[config.mk]
export PLATFORM = sky130hd
export DESIGN_NAME = pe_weight_loader_flat
export DESIGN_NICKNAME = d
export VERILOG_FILES = /design/src/rtl/pe_weight_loader_pkg.sv /design/src/rtl/pe_weight_loader_if.sv /design/src/rtl/pe_weight_loader.sv /design/src/flat_wrapper.sv
export SDC_FILE = /design/constraint.sdc
export NUM_CORES = 1
export LEC_CHECK = 0
export BUFFER_PORTS_ARGS = -buffer_cell sky130_fd_sc_hd__buf_4
export CORE_AREA = 8 8 281 283
export CTS_BUF_LIST = sky130_fd_sc_hd__clkbuf_16
export CTS_CLUSTER_DIAMETER = 100
export DETAILED_ROUTE_END_ITERATION = 7
export DIE_AREA = 0 0 289 291
export PLACE_DENSITY = 0.42
export SYNTH_ARGS = -nofsm -noshare
export SYNTH_HDL_FRONTEND = slang
export SYNTH_SLANG_ARGS = --single-unit
[constraint.sdc]
create_clock -name clk -period 4.21 [get_ports clk]
set_input_delay 0.2105 -clock clk [delete_from_list [all_inputs] [get_ports clk]]
set_output_delay 0.2105 -clock clk [all_outputs]
set_load 0.01 [all_outputs]
[src/rtl/pe_weight_loader_pkg.sv]
// ---------------------------------------------------------------------------
// systolic_pkg
// Shared definitions for the weight-stationary systolic tile.
//   loader_state_t : weight loader FSM states
//   DATA_WIDTH     : default bits per weight element
//   TILE_COLS      : default PEs per row (elements per weight row)
//   TILE_ROWS      : default PE rows in the column stack
//   LEN_WIDTH      : default width of the compute-length field
//   clog2()        : ceiling log2, used to size counters
// ---------------------------------------------------------------------------
package systolic_pkg;

  typedef enum logic [1:0] {
    IDLE    = 2'd0,
    LOAD    = 2'd1,
    COMPUTE = 2'd2,
    DONE    = 2'd3
  } loader_state_t;

  localparam int DATA_WIDTH = 22;
  localparam int TILE_COLS  = 16;
  localparam int TILE_ROWS  = 16;
  localparam int LEN_WIDTH  = 16;

  // Number of bits needed to encode values 0 .. value-1.
  function automatic int clog2(input int value);
    int result;
    int remaining;
    result    = 0;
    remaining = value - 1;
    while (remaining > 0) begin
      result    = result + 1;
      remaining = remaining >> 1;
    end
    return result;
  endfunction

endpackage

[src/rtl/pe_weight_loader_if.sv]
// ---------------------------------------------------------------------------
// pe_weight_loader_if
// Control, weight-row handshake and PE-side outputs of the weight loader.
//   start, abort, compute_len         : tile control from the sequencer
//   in_valid, in_ready, in_weight_row : weight-buffer handshake, one row per beat
//   out_weight, w_en, w_compute       : drive the top PE_row of the column stack
//   busy, done                        : status back to the sequencer
// master = sequencer/buffer side, slave = loader side.
// ---------------------------------------------------------------------------
interface pe_weight_loader_if #(
  parameter int DATA_WIDTH = systolic_pkg::DATA_WIDTH,
  parameter int TILE_COLS  = systolic_pkg::TILE_COLS,
  parameter int LEN_WIDTH  = systolic_pkg::LEN_WIDTH
) ();

  logic                            start;
  logic                            abort;
  logic [LEN_WIDTH-1:0]            compute_len;
  logic                            in_valid;
  logic                            in_ready;
  logic [DATA_WIDTH*TILE_COLS-1:0] in_weight_row;
  logic [DATA_WIDTH*TILE_COLS-1:0] out_weight;
  logic                            w_en;
  logic                            w_compute;
  logic                            busy;
  logic                            done;

  modport master (
    output start, abort, compute_len, in_valid, in_weight_row,
    input  in_ready, out_weight, w_en, w_compute, busy, done
  );

  modport slave (
    input  start, abort, compute_len, in_valid, in_weight_row,
    output in_ready, out_weight, w_en, w_compute, busy, done
  );

endinterface

[src/rtl/pe_weight_loader.sv]
// ---------------------------------------------------------------------------
// pe_weight_loader
// Loads one weight tile into a PE_row column stack and then runs it.
// Rows arrive one per beat on a valid/ready handshake and are shifted down the
// column through out_weight/w_en; once the stack is full, w_compute is held
// for compute_len cycles and done pulses once.
// Ports:
//   clk   : rising-edge clock
//   rst_n : asynchronous active-low reset
//   bus   : pe_weight_loader_if.slave (start, abort, compute_len, in_valid,
//           in_ready, in_weight_row, out_weight, w_en, w_compute, busy, done)
// ---------------------------------------------------------------------------
module pe_weight_loader
  import systolic_pkg::*;
#(
  parameter int data_width         = DATA_WIDTH,
  parameter int w_tile_column_size = TILE_COLS,
  parameter int w_tile_row_size    = TILE_ROWS,
  parameter int len_width          = LEN_WIDTH
) (
  input  logic              clk,
  input  logic              rst_n,
  pe_weight_loader_if.slave bus
);

  localparam int ROW_CNT_W = clog2(w_tile_row_size + 1);
  localparam int ROW_W     = data_width * w_tile_column_size;
  localparam logic [ROW_CNT_W-1:0] ROWS_FULL = ROW_CNT_W'(w_tile_row_size);

  loader_state_t          r_state;
  loader_state_t          w_nextState;
  logic [ROW_CNT_W-1:0]   r_rowCnt;
  logic [len_width-1:0]   r_compCnt;
  logic [len_width-1:0]   r_computeLen;
  logic [ROW_W-1:0]       r_outWeight;
  logic                   r_wEn;

  logic w_rowsFull;
  logic w_ready;
  logic w_accept;
  logic w_computeLast;

  assign w_rowsFull    = (r_rowCnt == ROWS_FULL);
  // abort is folded into ready so a row offered in the abort cycle is not
  // consumed by the producer and never reaches the column.
  assign w_ready       = (r_state == LOAD) && !w_rowsFull && !bus.abort;
  assign w_accept      = w_ready && bus.in_valid;
  // Only evaluated in COMPUTE, where the latched length is known to be nonzero.
  assign w_computeLast = (r_compCnt == (r_computeLen - len_width'(1)));

  always_comb begin
    w_nextState = r_state;
    unique case (r_state)
      IDLE: begin
        if (bus.start) w_nextState = LOAD;
      end
      // LOAD lingers one cycle after the last accept so that the final w_en
      // beat drains before w_compute rises.
      LOAD: begin
        if (w_rowsFull) begin
          w_nextState = (r_computeLen == '0) ? DONE : COMPUTE;
        end
      end
      COMPUTE: begin
        if (w_computeLast) w_nextState = DONE;
      end
      DONE: begin
        w_nextState = IDLE;
      end
      default: begin
        w_nextState = IDLE;
      end
    endcase
    if (bus.abort) w_nextState = IDLE;
  end

  always_ff @(posedge clk or negedge rst_n) begin
    if (!rst_n) begin
      r_state <= IDLE;
    end else begin
      r_state <= w_nextState;
    end
  end

  // Datapath: output register, shift enable and the two counters.
  // The row counter cannot pass ROWS_FULL because accepts stop there.
  always_ff @(posedge clk or negedge rst_n) begin
    if (!rst_n) begin
      r_rowCnt     <= '0;
      r_compCnt    <= '0;
      r_computeLen <= '0;
      r_outWeight  <= '0;
      r_wEn        <= 1'b0;
    end else if (bus.abort) begin
      r_rowCnt  <= '0;
      r_compCnt <= '0;
      r_wEn     <= 1'b0;
    end else begin
      r_wEn <= w_accept;
      if (w_accept) begin
        r_outWeight <= bus.in_weight_row;
        r_rowCnt    <= r_rowCnt + ROW_CNT_W'(1);
      end
      unique case (r_state)
        IDLE: begin
          if (bus.start) begin
            r_computeLen <= bus.compute_len;
            r_rowCnt     <= '0;
            r_compCnt    <= '0;
          end
        end
        COMPUTE: begin
          r_compCnt <= w_computeLast ? '0 : (r_compCnt + len_width'(1));
        end
        DONE: begin
          r_rowCnt  <= '0;
          r_compCnt <= '0;
        end
        default: begin
        end
      endcase
    end
  end

  assign bus.in_ready   = w_ready;
  assign bus.out_weight = r_outWeight;
  assign bus.w_en       = r_wEn;
  assign bus.w_compute  = (r_state == COMPUTE);
  assign bus.busy       = (r_state != IDLE);
  assign bus.done       = (r_state == DONE);

endmodule
[src/flat_wrapper.sv]
// flat-port wrapper written by rule: the top's interface ports become plain ports
module pe_weight_loader_flat import systolic_pkg::*;
#(
  parameter int data_width         = DATA_WIDTH,
  parameter int w_tile_column_size = TILE_COLS,
  parameter int w_tile_row_size    = TILE_ROWS,
  parameter int len_width          = LEN_WIDTH
)
  (clk, rst_n, bus_start, bus_abort, bus_compute_len, bus_in_valid, bus_in_weight_row, bus_in_ready, bus_out_weight, bus_w_en, bus_w_compute, bus_busy, bus_done);
  pe_weight_loader_if bus_i ();
  input  logic clk;
  input  logic rst_n;
  input wire logic [$bits(bus_i.start)-1:0] bus_start;
  input wire logic [$bits(bus_i.abort)-1:0] bus_abort;
  input wire logic [$bits(bus_i.compute_len)-1:0] bus_compute_len;
  input wire logic [$bits(bus_i.in_valid)-1:0] bus_in_valid;
  input wire logic [$bits(bus_i.in_weight_row)-1:0] bus_in_weight_row;
  output wire logic [$bits(bus_i.in_ready)-1:0] bus_in_ready;
  output wire logic [$bits(bus_i.out_weight)-1:0] bus_out_weight;
  output wire logic [$bits(bus_i.w_en)-1:0] bus_w_en;
  output wire logic [$bits(bus_i.w_compute)-1:0] bus_w_compute;
  output wire logic [$bits(bus_i.busy)-1:0] bus_busy;
  output wire logic [$bits(bus_i.done)-1:0] bus_done;
  assign bus_i.start = bus_start;
  assign bus_i.abort = bus_abort;
  assign bus_i.compute_len = bus_compute_len;
  assign bus_i.in_valid = bus_in_valid;
  assign bus_i.in_weight_row = bus_in_weight_row;
  assign bus_in_ready = bus_i.in_ready;
  assign bus_out_weight = bus_i.out_weight;
  assign bus_w_en = bus_i.w_en;
  assign bus_w_compute = bus_i.w_compute;
  assign bus_busy = bus_i.busy;
  assign bus_done = bus_i.done;
  pe_weight_loader #(.data_width(data_width), .w_tile_column_size(w_tile_column_size), .w_tile_row_size(w_tile_row_size), .len_width(len_width)) u_core (.clk(clk), .rst_n(rst_n), .bus(bus_i));
endmodule
Yosys cells after proc, flatten, opt, wreduce, memory -nomap -nowiden
Index checks and enable logic that the tools add are counted.
W data, S select, Z words.
- output and inout bits: 357
- register bits: 392
- input bits: 373
- reduce and logical (&&, ||, !) cells: 13
- mux-type cells: 15
- add/subtract/negate cells: 3
- bitwise logic cells: 1
- eq/ne operators: 8
- operators by type and width (kind ; count):
    $mux W16 ; 3
    $pmux W16 S3 ; 1
    $add A16 B1 Y16 const B ; 1
    $eq A16 B16 Y1 ; 1
    $logic_not A16 Y1 ; 1
    $sub A16 B1 Y16 const B ; 1
    $mux W5 ; 3
    $pmux W5 S2 ; 1
    $mux W2 ; 4
    $pmux W2 S4 ; 1
    $ne A3 B2 Y1 const B ; 2
    $reduce_and A3 Y1 ; 2
    $add A5 B1 Y5 const B ; 1
    $eq A5 B5 Y1 const B ; 1
    $eq A2 B2 Y1 const B ; 2
    $reduce_and A2 Y1 ; 2
    $reduce_bool A4 Y1 ; 1
    $logic_and A1 B1 Y1 ; 3
    $ne A3 B3 Y1 const B ; 1
    $eq A2 B1 Y1 const B ; 1
    $logic_not A1 Y1 ; 2
    $logic_not A2 Y1 ; 1
    $mux W1 ; 2
    $reduce_bool A2 Y1 ; 1
    $not A1 Y1 ; 1

Longest topological paths before layout
Gate-level depths: netlist of the first run.
- depth in word-level cells: 9
- depth in mapped cells: 11
- depth with buffers taken out: 10

Worst setup path after synthesis of the first run
OpenSTA, ideal clock, no wires.
- path type: reg-to-reg
- from: reg u_core.r_computeLen[0]
- to: reg u_core.r_state[0]
- cell stages (with the launch flop): 11
- path buffers: 0
- slack: 1181 ps
- arrival: 2935 ps
- required time: 4116 ps
- path through: dfrtp_1 -> inv_1 -> ha_1 -> or4b_4 -> or4b_4 -> mux2i_1 -> o311ai_1 -> nand4_2 -> o41a_2 -> mux2i_1 -> a211oi_1
- longest elaborated chain between the ends: 5
- elaborated cells between the ends (all ways): 9
- those cells by class: add/sub: 1; eq/ne: 2; mux: 4; reduce/logical: 2
- RTL lines (what ; line ; RTL):
    start: declaration ; pe_weight_loader.sv:34 ; logic [len_width-1:0] r_computeLen;
    start signal: assignment ; pe_weight_loader.sv:107 ; r_computeLen <= bus.compute_len;
    parallel branches: the longest is 5 deep, another holds $sub A16 B1 Y16 ; n/a ;
    end signal: assignment ; pe_weight_loader.sv:81 ; r_state <= w_nextState;
    end: declaration ; pe_weight_loader.sv:30 ; loader_state_t r_state;
Several ways; the timed one is not identified. The select of a mux whose other input is x is not followed.
A chain may end at the register's enable or synchronous reset.

Worst setup path in the final report of the first run
Same ends and word-level chain as after synthesis.

==> metrics.md, run 1 <==
| Metric | Value |
|---|---|
| GRT overflow | 0 |
| Clk slew on worst S/H paths | 50 ps |
| Top-area cell type share of the netlist area | 63.8% |
| DR iter-0 viols | 359 |
| Crit share post-route | 76.8% |
| Final Hold Vio Count | 0 |
| Hold crit path type | in -> reg |
| Worst Path Required | 4690 ps |
| Design Power | 0.0178 W |
| H-tree depth | 2 |
| Clk_skew | 16.8 ps |
| FP Rows | 101 |
| Register area share after synthesis | 63.8% |
| Synthesis-to-layout area growth | 77.4% |
| CTS Buf Count | 50 |
| #FFs+latches synth | 392 |
| Largest delay share family, worst path | simple AND/OR/NAND/NOR gates |
| Fin Hold WS | 193 ps |
| WL/cell | 19.2 um |
| Synth Flop Type | dfrtp_1 |
| Critical Path Sink Type | register |
| MaxCap Viol Count | 0 |
| Total iterations of the first detailed-routing run | 4 |
| CP max FO | 5 |
| Status | completed |
| CTS resizes | 0 |
| DRT antenna net count | 0 |
| Chip height | 291 um |
| Top Metal Used | met4 |
| Layout cells sized above 1 | 55.5% |
| Synth Cell Area | 15,400 sq um |
| NumNets Final | 2,492 |
| Met2 wire length | 31,400 um |
| Die ar. | 84,100 sq um |
| Number of remaining DRC errors | 0 |
| Clock root buffer | clkbuf_16 |
| Worst-Skew Late Latency | 590 ps |
| VDD IR-drop max | 401 uV |
| Mapped Cells | 986 |
| Initial antenna violation count | 2 |
| Crit path kind | reg -> reg |
| Setup repair bufs after CTS | 0 |
| Pre-CTS setup slack | 942 ps |
| Vias in the first global route | 14.4k |
| CTS tree | yes |
| First-pass GRT wire length | 89,600 um |
| Top post-synthesis cells by area | dfrtp_1 (64%), mux2_2 (27%), clkbuf_1 (1.1%) |
| Slew Limit Headroom | 41.5% |
| Fmax | 0.309 GHz |
| Cell Chain, Critical Path | inv_1, ha_1, or4b_4, or4b_4, mux2i_1, o311ai_1, nand4_2, o41a_2, mux2i_1, a211oi_1 |
| EDFF count, synth | 0 |
| I/O pin count | 730 |
| Fin util | 36.5% |
| Count of final setup violators | 0 |
| RSZ-0062 raised after global routing | no |
| Tmin final | 3230 ps |
| Largest net degree at the start of global routing | 105 |
| Max stage delay cell, worst path | or4b_4 |
| Initial core utilization | 20.5% |
| Syn Area/Cell | 15.6 sq um |
| Worst setup SP type | register |
| Clock Sinks | 392 |
| CTS Buffer Depth | 3 |
| Slew Limit Fails | 0 |
| DR vias/cell | 3.97 |
| Total track usage | 13.8% |
| Pwr dens | 652 nW/um^2 |
| Crit path DAT | 3710 ps |
| Die Wd | 289 um |
| Max incr delay on CP | 550 ps |
| Syn_nets | 1,368 |
| Setup tns final | 0 ps |
| Top post-synthesis cells by count | dfrtp_1 (392), mux2_2 (369), clkbuf_1 (44) |
| Dpl hpwl | 45,500 um |
| Total core area | 74,800 sq um |
| Distinct cells, synth | 49 |
| Buf/Inv on CP | 1 |
| Slew @ Worst Pin | 875 ps |
| Post-route setup slack | 978 ps |
| Area leader, netlist | dfrtp_1 |
| Ys async rst share | 100% |
| Lkg Pwr | 12.6 nW |
| Hold_buf cts | 370 |
| Via count | 12.4k |
| Most used standard cell by instance count after synthesis | dfrtp_1 |
| Port bufs | 729 |
| Met3 WL | 4940 um |
| GP Congestion | 0.784 |
| M1 WL | 20,900 um |
| Final WL | 60,000 um |
| Syn. warnings | 0 |
sequential cells by signal (all words and copies together) (netlist names):
signal	count
u_core.r_state	2
u_core.bus.out_weight	352
u_core.r_computeLen	16
u_core.r_compCnt	16
u_core.bus.w_en	1
u_core.r_rowCnt	5
per-layer routing:
| metal | vias up | GRT usage [%] |
|---|---|---|
| met5 | - | 0 |
| met4 | 0 | 5.89 |
| met3 | 124 | 4.83 |
| met2 | 456 | 25.2 |
| met1 | 6071 | 13.9 |
| li1 | 5753 | - |
power breakdown:
group,internal [W],leakage (nW),switching [W]
sequential,0.00557,4.75,0.00107
combinational,0.00417,7.05,0.00314
clock,0.00215,0.780,0.00168
cell type report:
class                      instances  area [sq um]
fill                            7350         47500
sequential                       392          9810
timing repair buffer            1118          9400
multi-input combinational        538          5340
clock buffer                      50          1250
tap                              978          1220
clock inverter                    39           199
inverter                          10          37.5
antenna                            2          5.00
worst register-to-register path: stages (launching register included):
cell      delay [ps]
dfrtp_1          420
inv_1             80
ha_1             200
or4b_4           510
or4b_4           550
mux2i_1          140
o311ai_1         290
nand4_2          170
o41a_2           450
mux2i_1          130
a211oi_1         200
cells in the final DEF (no fill, tap or decap), types with 5 or more instances in the layout:
| cell | count |
|---|---|
| nand2_1 | 12 |
| clkinv_1 | 6 |
| dlygate4sd3_1 | 370 |
| clkinv_2 | 8 |
| nor3_1 | 14 |
| dfrtp_1 | 392 |
| buf_4 | 741 |
| buf_12 | 6 |
| mux2_2 | 369 |
| xor2_1 | 13 |
| a21oi_1 | 5 |
| nor2b_1 | 5 |
| ha_1 | 9 |
| clkbuf_16 | 50 |
| mux2i_1 | 7 |
| nor2_1 | 27 |
| xnor2_1 | 17 |
| inv_1 | 28 |
| nand4_1 | 6 |
| nand3_1 | 6 |
metrics by stage:
step | instances | instance area, sq um
finish | 3127 | 27300
global route | 3126 | 27300
CTS | 3125 | 27300
detailed placement | 2666 | 22100
global placement | 2666 | 22100
floorplan | 986 | 15400
worst paths after layout:
path / startpoint / to / slack (ps) / cells after the start
setup / recovery: u_core.r_computeLen[0] / u_core.r_state[0] / 980 / 10
hold / removal: bus_start / u_core.r_state[1] / 190 / 5
setup reg to reg: u_core.r_computeLen[0] / u_core.r_state[0] / 980 / 10
hold reg to reg: u_core.bus.out_weight[58] / u_core.bus.out_weight[58] / 500 / 1
max in group asynchronous: rst_n / u_core.bus.out_weight[131] / 2670 / 4
min in group asynchronous: rst_n / u_core.bus.out_weight[27] / 290 / 2
kinds of logic (layout without fill, tap and decap cells):
kind of cell             count (synthesis)  after routing  share of synthesized area, %
AO/OA/AOI/OAI                           26             26                          1.35
XOR/XNOR                                30             30                          1.71
adder cells (fa/ha/maj)                  9              9                         0.733
buffers and inverters                   56           1217                          1.42
flip-flops                             392            392                          63.8
multiplexers                           376            376                          27.5
other                                    0              2                             0
AND/OR/NAND/NOR                         97             97                          3.47
Power figures use the tool's default switching activity.
==> inputs of run 2 (changes only) <==
--- a/config.mk
+++ b/config.mk
@@ -5,13 +5,14 @@
 export SDC_FILE = /design/constraint.sdc
 export NUM_CORES = 1
 export LEC_CHECK = 0
+export ABC_AREA = 1
 export BUFFER_PORTS_ARGS = -buffer_cell sky130_fd_sc_hd__buf_4
-export CORE_AREA = 8 8 281 283
+export CORE_AREA = 8 8 276 278
 export CTS_BUF_LIST = sky130_fd_sc_hd__clkbuf_16
 export CTS_CLUSTER_DIAMETER = 100
 export DETAILED_ROUTE_END_ITERATION = 7
-export DIE_AREA = 0 0 289 291
-export PLACE_DENSITY = 0.42
+export DIE_AREA = 0 0 284 286
+export PLACE_DENSITY = 0.44
 export SYNTH_ARGS = -nofsm -noshare
 export SYNTH_HDL_FRONTEND = slang
 export SYNTH_SLANG_ARGS = --single-unit
==> constraint.sdc (replaced) <==
create_clock -name clk -period 3.32 [get_ports clk]
set_input_delay 0.166 -clock clk [delete_from_list [all_inputs] [get_ports clk]]
set_output_delay 0.166 -clock clk [all_outputs]
set_load 0.01 [all_outputs]
==> metrics.md, run 2 <==
| Metric | Value |
|---|---|
| Status | completed |
| Largest net degree at the start of global routing | 156 (+49%) |
| Most used standard cell by instance count after synthesis | nand2_1 |
| Crit path kind | reg -> reg |
| DR vias/cell | 4.03 (+1.7%) |
| Fin Hold WS | 102 ps (-90.8 ps) |
| Final Hold Vio Count | 0 (unchanged) |
| GRT met1 Usage | 18.6% (+4.7 points) |
| Syn Area/Cell | 8.59 sq um (-45%) |
| Register area share after synthesis | 62.3% (-1.6 points) |
| Port bufs | 729 (unchanged) |
| R2R setup slack | 1120 ps (+140 ps) |
| Dpl hpwl | 48,900 um (+7.5%) |
| Clock root buffer | clkbuf_16 |
| Slew @ Worst Pin | 861 ps (-14.1 ps) |
| Initial antenna violation count | 10 (+8) |
| Layout cells sized above 1 | 29.4% (-26 points) |
| NumNets Final | 3,311 (+33%) |
| Die Wd | 284 um (-1.7%) |
| Clock Sinks | 392 (unchanged) |
| Worst-Skew Late Latency | 570 ps (-20 ps) |
| Vias in the first global route | 17.4k (+20%) |
| MaxCap Viol Count | 0 (unchanged) |
| Max FFs per register | 352 (unchanged) |
| GP Congestion | 0.826 (+5.4%) |
| DRT antenna net count | 0 (unchanged) |
| Lkg Pwr | 14.7 nW (+17%) |
| CP max FO | 155 (+150) |
| Final WL | 66,800 um (+11%) |
| CTS tree | yes |
| Critical Path Sink Type | register |
| Total core area | 72,100 sq um (-3.6%) |
| Post-route setup slack | 1120 ps (+138 ps) |
| Setup repair bufs after CTS | 0 (unchanged) |
| Number of remaining DRC errors | 0 (unchanged) |
| Synth Flop Type | dfrtp_1 |
| VDD IR-drop max | 451 uV (+13%) |
| Die ar. | 81,200 sq um (-3.4%) |
| Most Crowded Layer GR | met2 |
| Tmin final | 2200 ps (-1030 ps) |
| Commonest non-fill, non-tap cell in the layout | nand2_1 |
| Mapped Cells | 1,835 (+86%) |
| Hold_buf cts | 370 (unchanged) |
| H-tree depth | 2 (unchanged) |
| Fmax | 0.454 GHz (+47%) |
| FP Rows | 99 (-2.0%) |
| Layout fillers | 7,314 (-0.49%) |
| WL/cell | 17.0 um (-11%) |
| Distinct cells, synth | 32 (-35%) |
| Synth Cell Area | 15,800 sq um (+2.5%) |
| Clk slew on worst S/H paths | 60 ps (about the same) |
| Setup tns final | 0 ps (unchanged) |
| Top post-synthesis cells by area | dfrtp_1 (62%), nand2_1 (27%), clkbuf_1 (1.4%) |
| GRT overflow | 0 (unchanged) |
| EDFF count, synth | 0 (unchanged) |
| Area leader, netlist | dfrtp_1 |
| CTS Buffer Depth | 3 (unchanged) |
| Worst setup SP type | register |
| Commonest cells after routing, fill and taps aside | nand2_1 (1,125), buf_4 (743), dfrtp_1 (392) |
| I/O pin count | 730 (unchanged) |
| Top-area cell type share of the netlist area | 62.3% (-1.6 points) |
| Synthesis-to-layout area growth | 76.6% |
| Hold crit path type | in -> reg |
| Crit path DAT | 2710 ps (-1000 ps) |
| Total track usage | 15.9% (+2.2 points) |
| Pre-CTS setup slack | 1140 ps (+202 ps) |
| CTS resizes | 0 (unchanged) |
| Crit share post-route | 66.4% (-10 points) |
| Ys async rst share | 100% (unchanged) |
| Slew Limit Headroom | 42.6% (+1.1 points) |
| Via count | 15.9k (+28%) |
| RSZ-0062 raised after global routing | no |
| M2 GR Usage | 27.3% (+2.0 points) |
| Chip height | 286 um (-1.7%) |
| First-pass GRT wire length | 104,000 um (+16%) |
| DR iter-0 viols | 744 (+110%) |
| Initial core utilization | 21.9% (+1.3 points) |
| Clk_skew | 13.9 ps (-2.94 ps) |
| CTS Buf Count | 49 (-2.0%) |
| Top post-synthesis cells by count | nand2_1 (1,125), dfrtp_1 (392), clkbuf_1 (57) |
| Syn_nets | 2,217 (+62%) |
| Slew Limit Fails | 0 (unchanged) |
| Total iterations of the first detailed-routing run | 5 (+1) |
| Pwr dens | 811 nW/um^2 (+24%) |
| Count of final setup violators | 0 (unchanged) |
| #FFs+latches synth | 392 (unchanged) |
| Worst Path Required | 3830 ps (-860 ps) |
| Met3 GRT Util | 5.37% (+0.54 points) |
| Syn. warnings | 0 (unchanged) |
## run 2: changes by cell type in the layout (fill, tap and decap cells not counted), moves of 15 or more
| cell | delta |
|---|---|
| mux2_2 | -364 |
| nand2_1 | +1113 |
| inv_1 | +25 |
| a21oi_1 | +15 |
| nand3_1 | +23 |
| nor2_1 | +16 |
## run 2: cell type report
cell class	count	area, sq um	share of cell area, %
flip-flops and latches	392	9810	35.3
repair buffers	1126	9540	34.3
multi-input cells	1311	5430	19.5
clock buffers	49	1230	4.41
well taps	959	1200	4.31
clock inverters	42	418	1.50
inverters	49	191	0.688
diodes	4	10.0	0.0360
## run 2: final timing paths
check / end / depth (start not counted) / startpoint
worst max-delay path: u_core.bus.out_weight[110] / 9 / u_core.r_rowCnt[1]
worst min-delay path: u_core.bus.out_weight[270] / 4 / bus_in_valid
worst max register to register: u_core.bus.out_weight[110] / 9 / u_core.r_rowCnt[1]
worst min register to register: u_core.bus.out_weight[30] / 2 / u_core.bus.out_weight[30]
max in group asynchronous: u_core.bus.out_weight[71] / 3 / rst_n
min in group asynchronous: u_core.bus.out_weight[336] / 2 / rst_n
## run 2: cells by family after synthesis
| kind of cell | after synthesis | synth area share (%) |
|---|---|---|
| AOI/OAI and AO/OA | 39 | 1.56 |
| xor gates and xnor gates | 22 | 1.22 |
| adders and majority gates | 9 | 0.715 |
| buffers and inverters | 132 | 3.38 |
| DFF | 392 | 62.3 |
| muxes | 5 | 0.357 |
| and+or+nand+nor | 1236 | 30.5 |
## run 2: routing by layer
layer / share of wire (%) / up-vias
met5: 0.079 / -
met4: 3.6 / 10
met3: 7.5 / 132
met2: 49 / 517
met1: 40 / 7448
li1: - / 7756
## run 2: report_power, final
| group | internal (W) | switching (W) | total (W) |
|---|---|---|---|
| registers | 0.00689 | 0.00131 | 0.00819 |
| logic | 0.00424 | 0.00465 | 0.00889 |
| clock network | 0.00331 | 0.00218 | 0.00549 |
## run 2: critical path: stages, from the launching register on
cell and delay [ps]:
dfrtp_1 390, inv_1 110, ha_1 150, nand4_1 90
nand3_1 90, inv_2 80, nand2_8 240, buf_12 460
nand2_1 150, nand2_1 120
## run 2: through the flow
step / cells / power (W) / area (sq um) / utilization, %
after global routing: 3930 / 0.0242 / 27800 / 38.6
after global placement: 3467 / 0.0168 / 22500 / 31.2
final: 3932 / 0.0226 / 27800 / 38.6
after floorplan: 1835 / 0.0117 / 15800 / -
after CTS: 3928 / 0.0230 / 27800 / 38.6
after detailed placement: 3467 / 0.0169 / 22500 / 31.2
